<file path="config.mk">
export PLATFORM = sky130hd
export DESIGN_NAME = job_sequencer
export DESIGN_NICKNAME = d
export VERILOG_FILES = /design/src/rtl/job_sequencer.sv
export SDC_FILE = /design/constraint.sdc
export NUM_CORES = 1
export LEC_CHECK = 0
export ABC_AREA = 1
export CAP_MARGIN = 25
export CORE_AREA = 2 2 70 72
export DETAILED_ROUTE_END_ITERATION = 6
export DIE_AREA = 0 0 72 74
export PLACE_DENSITY = 0.84
export SLEW_MARGIN = 20
export SYNTH_ARGS = -nofsm -noshare
export SYNTH_HDL_FRONTEND = slang
export SYNTH_SLANG_ARGS = --single-unit
</file>
<file path="constraint.sdc">
create_clock -name clk -period 1.71 [get_ports clk]
set_input_delay 0.2565 -clock clk [delete_from_list [all_inputs] [get_ports clk]]
set_output_delay 0.2565 -clock clk [all_outputs]
set_load 0.01 [all_outputs]
</file>
<file path="src/rtl/job_sequencer.sv">
// Host-side job controller: loads a job's input bytes into data memory, starts the core,
// waits for done (with timeout), then streams the result bytes back out.
module job_sequencer #(
    parameter int unsigned AW        = 8,
    parameter int unsigned LOAD_BASE = 0,
    parameter int unsigned LOAD_LEN  = 30,
    parameter int unsigned RES_BASE  = 30,
    parameter int unsigned RES_LEN   = 30,
    parameter int unsigned TIMEOUT   = 4096
) (
    input  logic          clk,
    input  logic          reset,
    input  logic          in_valid,
    input  logic [7:0]    in_data,
    output logic          in_ready,
    output logic          mem_wr_en,
    output logic [AW-1:0] mem_addr,
    output logic [7:0]    mem_wr_dat,
    input  logic [7:0]    mem_rd_dat,
    output logic          core_req,
    input  logic          core_done,
    output logic          out_valid,
    output logic [7:0]    out_data,
    input  logic          out_ready,
    output logic          busy,
    output logic          timeout_err,
    output logic [15:0]   cycle_cnt
);

    localparam int unsigned IW = (LOAD_LEN > 1) ? $clog2(LOAD_LEN) : 1;
    localparam int unsigned JW = (RES_LEN > 1) ? $clog2(RES_LEN) : 1;

    localparam logic [IW-1:0] ILast   = IW'(LOAD_LEN - 1);
    localparam logic [JW-1:0] JLast   = JW'(RES_LEN - 1);
    localparam logic [15:0]   CntLast = 16'(TIMEOUT - 1);

    typedef enum logic [2:0] {StLoad, StStart, StRun, StUnload, StErr} state_e;

    state_e        state_q, state_d;
    logic [IW-1:0] i_q, i_d;
    logic [JW-1:0] j_q, j_d;
    logic [15:0]   cnt_q, cnt_d;
    logic [AW-1:0] load_addr, res_addr;

    assign load_addr = AW'(LOAD_BASE) + AW'(i_q);
    assign res_addr  = AW'(RES_BASE) + AW'(j_q);

    always_ff @(posedge clk) begin
        if (!reset) begin
            state_q <= StLoad;
            i_q     <= '0;
            j_q     <= '0;
            cnt_q   <= '0;
        end else begin
            state_q <= state_d;
            i_q     <= i_d;
            j_q     <= j_d;
            cnt_q   <= cnt_d;
        end
    end

    always_comb begin
        state_d     = state_q;
        i_d         = i_q;
        j_d         = j_q;
        cnt_d       = cnt_q;
        in_ready    = 1'b0;
        mem_wr_en   = 1'b0;
        mem_addr    = '0;
        mem_wr_dat  = '0;
        core_req    = 1'b0;
        out_valid   = 1'b0;
        out_data    = '0;
        busy        = 1'b0;
        timeout_err = 1'b0;
        cycle_cnt   = cnt_q;

        unique case (state_q)
            StLoad: begin
                in_ready   = 1'b1;
                mem_addr   = load_addr;
                mem_wr_dat = in_data;
                mem_wr_en  = in_valid;
                if (in_valid) begin
                    if (i_q == ILast) begin
                        i_d     = '0;
                        state_d = StStart;
                    end else begin
                        i_d = i_q + 1'b1;
                    end
                end
            end
            StStart: begin
                busy     = 1'b1;
                core_req = 1'b1;
                cnt_d    = '0;
                state_d  = StRun;
            end
            StRun: begin
                busy  = 1'b1;
                cnt_d = cnt_q + 16'd1;
                // cnt_q == 0 marks the first RUN cycle, where a stale done may still be visible
                if (core_done && (cnt_q != '0)) begin
                    state_d = StUnload;
                end else if (cnt_q == CntLast) begin
                    state_d = StErr;
                end
            end
            StUnload: begin
                busy      = 1'b1;
                out_valid = 1'b1;
                mem_addr  = res_addr;
                out_data  = mem_rd_dat;
                if (out_ready) begin
                    if (j_q == JLast) begin
                        j_d     = '0;
                        state_d = StLoad;
                    end else begin
                        j_d = j_q + 1'b1;
                    end
                end
            end
            StErr: begin
                timeout_err = 1'b1;
            end
            default: begin
                state_d = StLoad;
            end
        endcase

        // Reset is sampled on the edge, so gate outputs to zero for the whole reset window
        if (!reset) begin
            in_ready    = 1'b0;
            mem_wr_en   = 1'b0;
            mem_addr    = '0;
            mem_wr_dat  = '0;
            core_req    = 1'b0;
            out_valid   = 1'b0;
            out_data    = '0;
            busy        = 1'b0;
            timeout_err = 1'b0;
            cycle_cnt   = '0;
        end
    end

endmodule

</file>
Word-level counts from Yosys, hierarchy flattened --
Index checks and enable logic that the tools add are counted.
Storage, ports and cells: flip-flop bits (word level) 29, bits in latches 0, bits in writable memories 0, ROM bits 0, logic and storage cells 58, memories kept 0
Operators by class: $add $sub $neg 4, $mul 0, div/mod/pow operators 0, $lt $le $gt $ge 0, eq/ne operators 12, shift operators 0, mux-type cells 29, bitwise operators 1, reductions and logical operators 8
Operators by type and width (count):
- two-way mux 8 bit | 5
- one-hot mux 16 bit (2 select lines) | 1
- two-way mux 3 bit | 6
- adder 16 x 1 -> 16 bit (second input constant) | 1
- equality test 16 x 12 -> 1 bit (second input constant) | 1
- two-way mux 16 bit | 1
- nonzero test 16 bit | 1
- one-hot mux 3 bit (5 select lines) | 1
- two-way mux 1 bit | 12
- one-hot mux 6 bit (2 select lines) | 1
- adder 5 x 1 -> 5 bit (second input constant) | 2
- equality test 5 bit (second input constant) | 2
- two-way mux 5 bit | 2
- inequality test 2 bit (second input constant) | 4
- adder 5 x 5 -> 6 bit (first input constant) | 1
- equality test 3 x 2 -> 1 bit (second input constant) | 2
- AND reduction 6 bit | 1
- AND reduction 2 bit | 2
- equality test 3 x 1 -> 1 bit (second input constant) | 1
- equality test 3 bit (second input constant) | 1
- logical NOT 3 bit | 1
- inequality test 3 bit (second input constant) | 1
- OR reduction 3 bit | 1
- nonzero test 2 bit | 1
- other kinds (2) | 2

Depth between registers and ports, before layout --
Gate-level depths: netlist of the first run.
depth in word-level cells 4, gate-level depth with buffers 12

Least setup slack after synthesis of the first run --
OpenSTA, ideal clock, no wires.
kind register to output, start reg state_q[0], end out mem_addr[4], arrival 1.233 ns, required time 1.454 ns, setup slack 0.221 ns, stages on the path, launching flop included 6, path buffers 0, cell sequence dfxtp_1 nor2_1 nand2_1 nor2_1 inv_1 o22ai_1
Between the ends: word-level cells in the longest chain between the ends 3, elaborated cells on any way between the ends 4, those cells by class eq/ne (1); mux (2); reduce/logical (1)
RTL lines:
- start: declaration | RTL line 39 | state_e state_q, state_d;
- start signal: assignment | RTL line 50 | state_q <= StLoad;
- start signal: assignment | RTL line 55 | state_q <= state_d;
- equality test 3 x 2 -> 1 bit / logical NOT 3 bit (equally long branches) | RTL line 78 | unique case (state_q)
- one-hot mux 6 bit (2 select lines) (*) | RTL line 78
- two-way mux 8 bit (*) | RTL line 132 | if (!reset) begin
- end: declaration | RTL line 17 | output logic [AW-1:0] mem_addr,
Mark *: on every way between the ends. The rest lies on a longest branch, timed or not.

Worst setup path after layout of the first run --
start reg state_q[1], end out mem_addr[3]
Same word-level chain as after synthesis.

==> key figures, run 1 <==
Timing
  • Final hold viol count: 0
  • Final Hold Slack: between 0.4 and 0.5 ns
  • Fmax: 592 MHz
  • Final Max Slew Viols: 0
  • Final setup skew: around 0.0084 ns
  • Setup Viol. Count Final: 0
  • Fin crit period: 1.69 ns
  • RSZ-0062 raised after global routing: yes
  • Crit share post-route: 0.989

Detailed routing
  • First-iteration detailed-routing DRC count: 185
  • Vias per cell: 5.13
  • Routed WL: 5.59 mm
  • DRC: 0
  • Wire per inst: 11.6 µm
  • Pre-Repair DR Iteration Count: 6
  • Vias post-DR: 2,478
  • Routed Antenna Nets: 0

Pwr
  • Cell area power density: 954 nW/µm²
  • Clk pwr share: 0.194
  • Static leakage power: 1.43 nW
  • Sequential power share: 0.288
  • Switch share: 0.407
  • Logic gate share of total power: 0.518
  • Worst vdd ir: slightly above 0.7 mV
  • Net Sw Power: approximately 0.0012 W
  • Internal: 0.00173 W

Critical path
  • Worst setup path end: mem_addr[3]
  • Reg2reg start: state_q[1]
  • Startpoint Class: flip-flop
  • Crit Path Max Fanout: 6
  • RR Endpoint: j_q[4]
  • Reg2reg setup slack: 0.14 ns
  • Worst EP arrival: 1.43 ns
  • CP Launch Point: state_q[1]
  • Worst setup path category: flip-flop to output port
  • CP Capture Type: output port
  • Worst EP required: 1.45 ns
  • Worst r2r path cells: 10

Logic synthesis
  • Synth Cell Area: 2060 µm²
  • Flops & latches, synth: 29
  • Synth area leader: dfxtp_1
  • Yosys cell types: 37
  • Top cells by area, synth: dfxtp_1, nand2_1, nor2_1
  • Post-synthesis sequential area ratio: 0.282
  • Async S/R FF share, synth: 0
  • Area share of the largest cell type after synthesis: 0.282
  • EDFF count, synth: 0
  • Avg Inst Size Synth: approximately 6 µm²
  • Warnings from Yosys: 0
  • Gate Count Post-Synth: 333
  • Ys flop type: dfxtp_1

Floorplan
  • Die width: 72 µm
  • Die H: 74 µm
  • Initial core utilization: 0.448
  • Core area: 4600 µm²
  • FP Rows: 25
  • Number of primary I/O pins: 67
  • Die area: 5330 µm²

Clock tree
  • Num CTS Buffers: 5
  • Max H-tree Level: 2
  • Clk buf depth: 2
  • Root buffer cell: clkbuf_8
  • CTS Sinks: 29
  • CTS tree: yes
  • Worst-Skew Late Latency: 0.28 ns
  • Number of hold buffers added after CTS: 0
  • CTS clk-pin slew, worst paths: roughly 0.06 ns

Final layout
  • Layout cells sized above 1: 0.214
  • Most common cell after layout, fill and taps aside: nand2_1
  • Finished Core Util: 0.664
  • ANT cells: 0
  • Most frequent cells in the layout: nand2_1, nor2_1, inv_1
  • Fill count: 376
  • Area Growth Syn to Fin: 48.3%
  • Nets: 458
  • Sequential Area: 592 µm²
  • Multi-input logic area: 1260 µm²

Run
  • Maxcap violations: 0

Global route
  • Pin count of the biggest net entering global routing: 33
  • Initial antenna violation count: 0
  • Remaining Overflow, GRT: 0
  • Tot GR Track Use: 0.212
  • Number of global-route vias before repair: 2,247
  • First-pass GRT wire length: 9.25 mm

Place
  • HPWL Detailed: 4.23 mm
  • Gpl congestion: approximately 0.85
  • Port Buffer Count: 64

Min path
  • Hold_sp: reset
  • HP Class: input pin to flip-flop

Outcome
  • Status: complete, no violations
==> critical path: stages (launching register included) <==
cell	delay, ns
dfxtp_4	0.38
buf_4	0.11
nand3_2	0.10
nor2_4	0.11
inv_2	0.07
o22ai_1	0.15
clkdlybuf4s15_2	0.25
==> flip-flops by register name, indices dropped and copies added (netlist names) <==
| name | cells |
|---|---|
| state_q | 3 |
| cnt_q | 16 |
| i_q | 5 |
| j_q | 5 |
==> through the flow <==
step           setup slack (ns)  total power (W)  instances  TNS [ns]  instance area, µm²
6_report                 0.0195          0.00291        483         0                3050
5_1_grt                 -0.0533          0.00315        483   -0.0626                3050
4_1_cts                 -0.0255          0.00286        482   -0.0452                3060
3_5_place_dp             -0.477          0.00231        474    -15.51                2950
3_3_place_gp             -0.462          0.00228        474    -15.57                2950
2_1_floorplan             0.221          0.00159        334         0                2060
==> metal layers <==
metal | wire, µm | up-vias | global-route usage
li1 | - | 1244 | -
met1 | 2340 | 1118 | 0.257
met2 | 2720 | 106 | 0.371
met3 | 448 | 10 | 0.0501
met4 | 89 | 0 | 0.0734
met5 | 0 | - | 0
==> power by group through the flow <==
stage / sequential (W) / clock (W) / combinational (W)
finish: 0.000838 / 0.000566 / 0.00151
global route: 0.000853 / 0.000600 / 0.00170
CTS: 0.000815 / 0.000576 / 0.00146
detailed placement: 0.000820 / 0 / 0.00149
global placement: 0.000823 / 0 / 0.00145
floorplan: 0.000815 / 0 / 0.000778
==> what timing repair did <==
item | in CTS | in global routing
buffers inserted | 1 | 0
setup endpoints to repair | 46 | 42
resized for setup | 60 | 37
cloned | 0 | 1
pin swaps | 1 | 1
hold endpoints to repair | 0 | 0
==> cells by family (layout without fill, tap and decap cells) <==
logic type	after synthesis	count (layout)	share of synthesized area
adders and majority gates	8	8	0.0486
other	1	2	0.00182
buffers and inverters	63	158	0.123
xor gates and xnor gates	3	3	0.0128
AOI/OAI and AO/OA	46	46	0.133
DFF	29	29	0.282
and+or+nand+nor	183	183	0.398
==> cells in the mapped netlist (2+ instances only) <==
| cell | n |
|---|---|
| dfxtp_1 | 29 |
| a22oi_1 | 2 |
| nor3_1 | 7 |
| nand2_1 | 81 |
| clkbuf_1 | 2 |
| buf_4 | 3 |
| nor2_2 | 5 |
| a31oi_1 | 3 |
| nor4_1 | 2 |
| o22ai_1 | 6 |
| ha_1 | 8 |
| nand4_1 | 2 |
| inv_1 | 47 |
| xor2_1 | 2 |
| nor2_1 | 52 |
| nand3_1 | 19 |
| nand2_2 | 3 |
| a21oi_1 | 13 |
| nor3b_1 | 4 |
| buf_2 | 4 |
| inv_2 | 5 |
| o21ai_0 | 17 |
| nand3_2 | 3 |
==> area by class of cell <==
type	instances	share of cell area
Sequential cell	29	0.194
Inverter	54	0.0693
Tap cell	54	0.0221
Clock buffer	7	0.0283
Timing Repair Buffer	97	0.273
Multi-Input combinational cell	242	0.413
==> worst min-delay path by stage <==
stage	endpoint	slack (ns)	cells past startpoint
after detailed placement	cnt_q[15]	0.49	2
final	state_q[0]	0.47	4
after global placement	cnt_q[15]	0.48	2
after floorplan	cnt_q[3]	0.45	2
after global routing	cnt_q[10]	0.50	4
after CTS	cnt_q[15]	0.50	2
(Power assumes the default switching activity.)
==> run 2, diff against run 1 <==
Settings changed: CTS_CLUSTER_SIZE from default to 10.
==> results of run 2 <==
The final DEF is identical to that of run 1; final timing and power are the same.
==> run 3, diff against run 2 <==
Settings changed: ABC_AREA 1 to default, CORE_AREA 2 2 70 72 to 2 2 69 71, DIE_AREA 0 0 72 74 to 0 0 71 73, PLACE_DENSITY 0.84 to 0.83, SKIP_CTS_REPAIR_TIMING from default to 1.
==> key figures, run 3 <==
Pwr
  • Internal: 0.00107 W (-38%)
  • Static leakage power: 1.69 nW (+18%)
  • Switch share: 0.240 (-0.167)
  • Clk pwr share: 0.382 (+0.188)
  • Logic gate share of total power: 0.132 (-0.386)
  • Cell area power density: 441 nW/µm² (-54%)
  • Overall power: 0.00141 W (-52%)
  • Net Sw Power: 0.000338 W (-72%)
  • Worst vdd ir: 0.443 mV (-38%)
  • Sequential power share: 0.486 (+0.198)

Final layout
  • Largest Register: cnt_q
  • Max reg flops: 16 (unchanged)
  • Finished Core Util: 0.703 (+0.0395)
  • Most common cell after layout, fill and taps aside: buf_4
  • Non-Filler Instances: 405 (-16%)
  • Most frequent cells in the layout: buf_4, and2_1, clkdlybuf4s50_1
  • Area Growth Syn to Fin: 63.7%
  • Nets: 379 (-17%)
  • Layout cells sized above 1: 0.325 (+0.110)
  • ANT cells: 0 (unchanged)
  • Biggest regs: cnt_q x16, i_q x5, j_q x5

Logic synthesis
  • Synth Cell Area: 1950 µm² (-5.3%)
  • Yosys cell types: 54 (+46%)
  • Avg Inst Size Synth: 7.92 µm² (+28%)
  • Synth area leader: dfxtp_1
  • EDFF count, synth: 0 (unchanged)
  • Post-synthesis sequential area ratio: 0.298 (+0.0158)
  • Top cells by area, synth: dfxtp_1, and2_1, ha_1
  • Synth Area in Simple Gates: 0.397 (-0.00151)
  • Largest family of logic cells by synthesized area: simple AND/OR/NAND/NOR gates
  • Async S/R FF share, synth: 0 (unchanged)
  • Synth Area in Adders: 0.0513 (+0.00272)
  • Post-synth top cells: and2_1, dfxtp_1, nand2_1, nor2_1, nand3_1
  • Area share of the largest cell type after synthesis: 0.298 (+0.0158)
  • Flops & latches, synth: 29 (unchanged)
  • Gate Count Post-Synth: 246 (-26%)
  • Compound-Gate Fraction of Synth Area: 0.110 (-0.0227)
  • Post-synthesis xor/xnor area fraction: 0.0449 (+0.0322)
  • Ys flop type: dfxtp_1
  • Warnings from Yosys: 0 (unchanged)
  • Post-synthesis mux area share: 0.0385 (+0.0385)
  • Most frequent cell after synthesis: and2_1

Timing
  • Setup Viol. Count Final: 8 (+8)
  • RSZ-0062 raised after global routing: yes
  • Fmax: 552 MHz (-6.7%)
  • Fin crit period: 1.81 ns (+0.122 ns)
  • Setup TNS: -0.351 ns (-0.351 ns)
  • Final Max Slew Viols: 0 (unchanged)
  • Crit share post-route: 1.06 (+0.0712)
  • Final hold viol count: 0 (unchanged)
  • Fin worst setup slack: -0.102 ns (-0.122 ns)
  • Final setup skew: 0.00365 ns (-0.00476 ns)

Detailed routing
  • First-iteration detailed-routing DRC count: 79 (-57%)
  • Vias post-DR: 2,198 (-11%)
  • Wire per inst: 15.3 µm (+32%)
  • Vias per cell: 5.43 (+5.8%)
  • Routed Antenna Nets: 0 (unchanged)
  • DRC: 0 (unchanged)
  • Pre-Repair DR Iteration Count: 4 (-2)
  • Routed WL: 6.19 mm (+11%)

Critical path
  • Worst EP arrival: 1.56 ns (+0.13 ns)
  • Reg2reg setup slack: -0.06 ns (-0.20 ns)
  • Startpoint Class: flip-flop
  • Worst EP required: 1.45 ns (about the same)
  • RR Endpoint: cnt_q[7]
  • CP Capture Type: output port
  • Reg2reg start: state_q[0]
  • Worst r2r path cells: 6 (-4)
  • Worst setup path category: flip-flop to output port
  • Crit Path Max Fanout: 6 (unchanged)

Global route
  • Number of global-route vias before repair: 1,985 (-12%)
  • First-pass GRT wire length: 8.84 mm (-4.4%)
  • Remaining Overflow, GRT: 0 (unchanged)
  • Initial antenna violation count: 0 (unchanged)
  • Pin count of the biggest net entering global routing: 22 (-33%)
  • Tot GR Track Use: 0.214 (+0.00185)

Floorplan
  • Number of primary I/O pins: 67 (unchanged)
  • Die H: 73 µm (-1.4%)
  • Die area: 5180 µm² (-2.7%)
  • Core area: 4540 µm² (-1.4%)
  • Initial core utilization: 0.430 (-0.0178)
  • Die width: 71 µm (-1.4%)
  • FP Rows: 25 (unchanged)

Place
  • Post-placement setup slack: -0.577 ns (-0.0992 ns)
  • Port Buffer Count: 64 (unchanged)
  • HPWL Detailed: 4.19 mm (-1.0%)
  • Gpl congestion: 0.893 (+4.6%)
  • Dpl cells: 390 (-18%)

Clock tree
  • Num CTS Buffers: 5 (unchanged)
  • Max H-tree Level: 2 (unchanged)
  • Clk buf depth: 2 (unchanged)
  • Worst-Skew Late Latency: 0.28 ns (about the same)
  • CTS tree: yes
  • CTS clk-pin slew, worst paths: 0.06 ns (about the same)
  • Root buffer cell: clkbuf_8
  • CTS Sinks: 29 (unchanged)

Min path
  • Hold EP: state_q[0]
  • Hold_sp: reset
  • Hold Path Stages: 4 (unchanged)
  • HP Class: input pin to flip-flop

Run
  • Maxcap violations: 0 (unchanged)

Outcome
  • Status: finished, violations left
  • Failing checks: negative setup slack
[run 3: changes by cell type in the layout (fill, tap and decap cells not counted), sizes merged, moves of 12 or more]
cell,change
nand2,-61
inv,-45
nor2,-34
and2,+32
dlymetal6s2s,+20
buf,+12
[run 3: logic make-up (layout without fill, tap and decap cells)]
logic type,count (synthesis),in the layout
and+or+nand+nor,135,135
AOI/OAI and AO/OA,33,33
DFF,29,29
buffers and inverters,23,127
xor gates and xnor gates,10,10
adders and majority gates,8,8
muxes,7,7
other,1,2
[run 3: power by group through the flow]
| stage | logic [W] | clock network [W] | registers, W |
|---|---|---|---|
| 2_1_floorplan | 0.0000604 | 0 | 0.000702 |
| 3_3_place_gp | 0.000164 | 0 | 0.000699 |
| 3_5_place_dp | 0.000168 | 0 | 0.000700 |
| 4_1_cts | 0.000169 | 0.000550 | 0.000685 |
| 5_1_grt | 0.000201 | 0.000578 | 0.000683 |
| 6_report | 0.000186 | 0.000537 | 0.000683 |
[run 3: worst max path at each step]
stage	from	to	slack, ns	cells after the start
6_report	state_q[2]	mem_addr[2]	-0.10	7
3_5_place_dp	reset	mem_addr[3]	-0.58	5
3_3_place_gp	reset	mem_addr[0]	-0.53	6
4_1_cts	reset	mem_addr[1]	-0.58	5
5_1_grt	state_q[2]	mem_addr[2]	-0.16	7
2_1_floorplan	state_q[2]	mem_wr_dat[2]	0.01	5
[run 3: final cells by class]
type                            instances  area, µm²
Sequential cell                        29        597
Tap cell                               54       67.6
Multi-Input combinational cell        195       1380
Fill cell                             341       1350
Timing Repair Buffer                  111       1020
Clock buffer                            6       72.6
Clock inverter                          2       10.0
Inverter                                8       38.8
[run 3: critical path: stages (launching register included)]
cell and delay (ns):
dfxtp_2 0.32, nand2b_4 0.16, nor3_4 0.20, buf_4 0.17, buf_4 0.11, nand2_1 0.04
o21ai_0 0.10, buf_2 0.18
[run 3: stage by stage]
| stage | instance area (µm²) | hold WS [ns] |
|---|---|---|
| after floorplan | 1950 | 0.447 |
| after global placement | 2880 | 0.523 |
| after detailed placement | 2880 | 0.527 |
| after CTS | 2960 | 0.538 |
| after global routing | 3190 | 0.446 |
| final | 3190 | 0.434 |
[run 3: per-layer routing]
layer,up-vias,GRT usage,share of wire
met2,95,0.380,0.51
met3,17,0.0594,0.079
li1,1063,-,-
met1,1023,0.238,0.38
met4,0,0.0985,0.028
met5,-,0,0
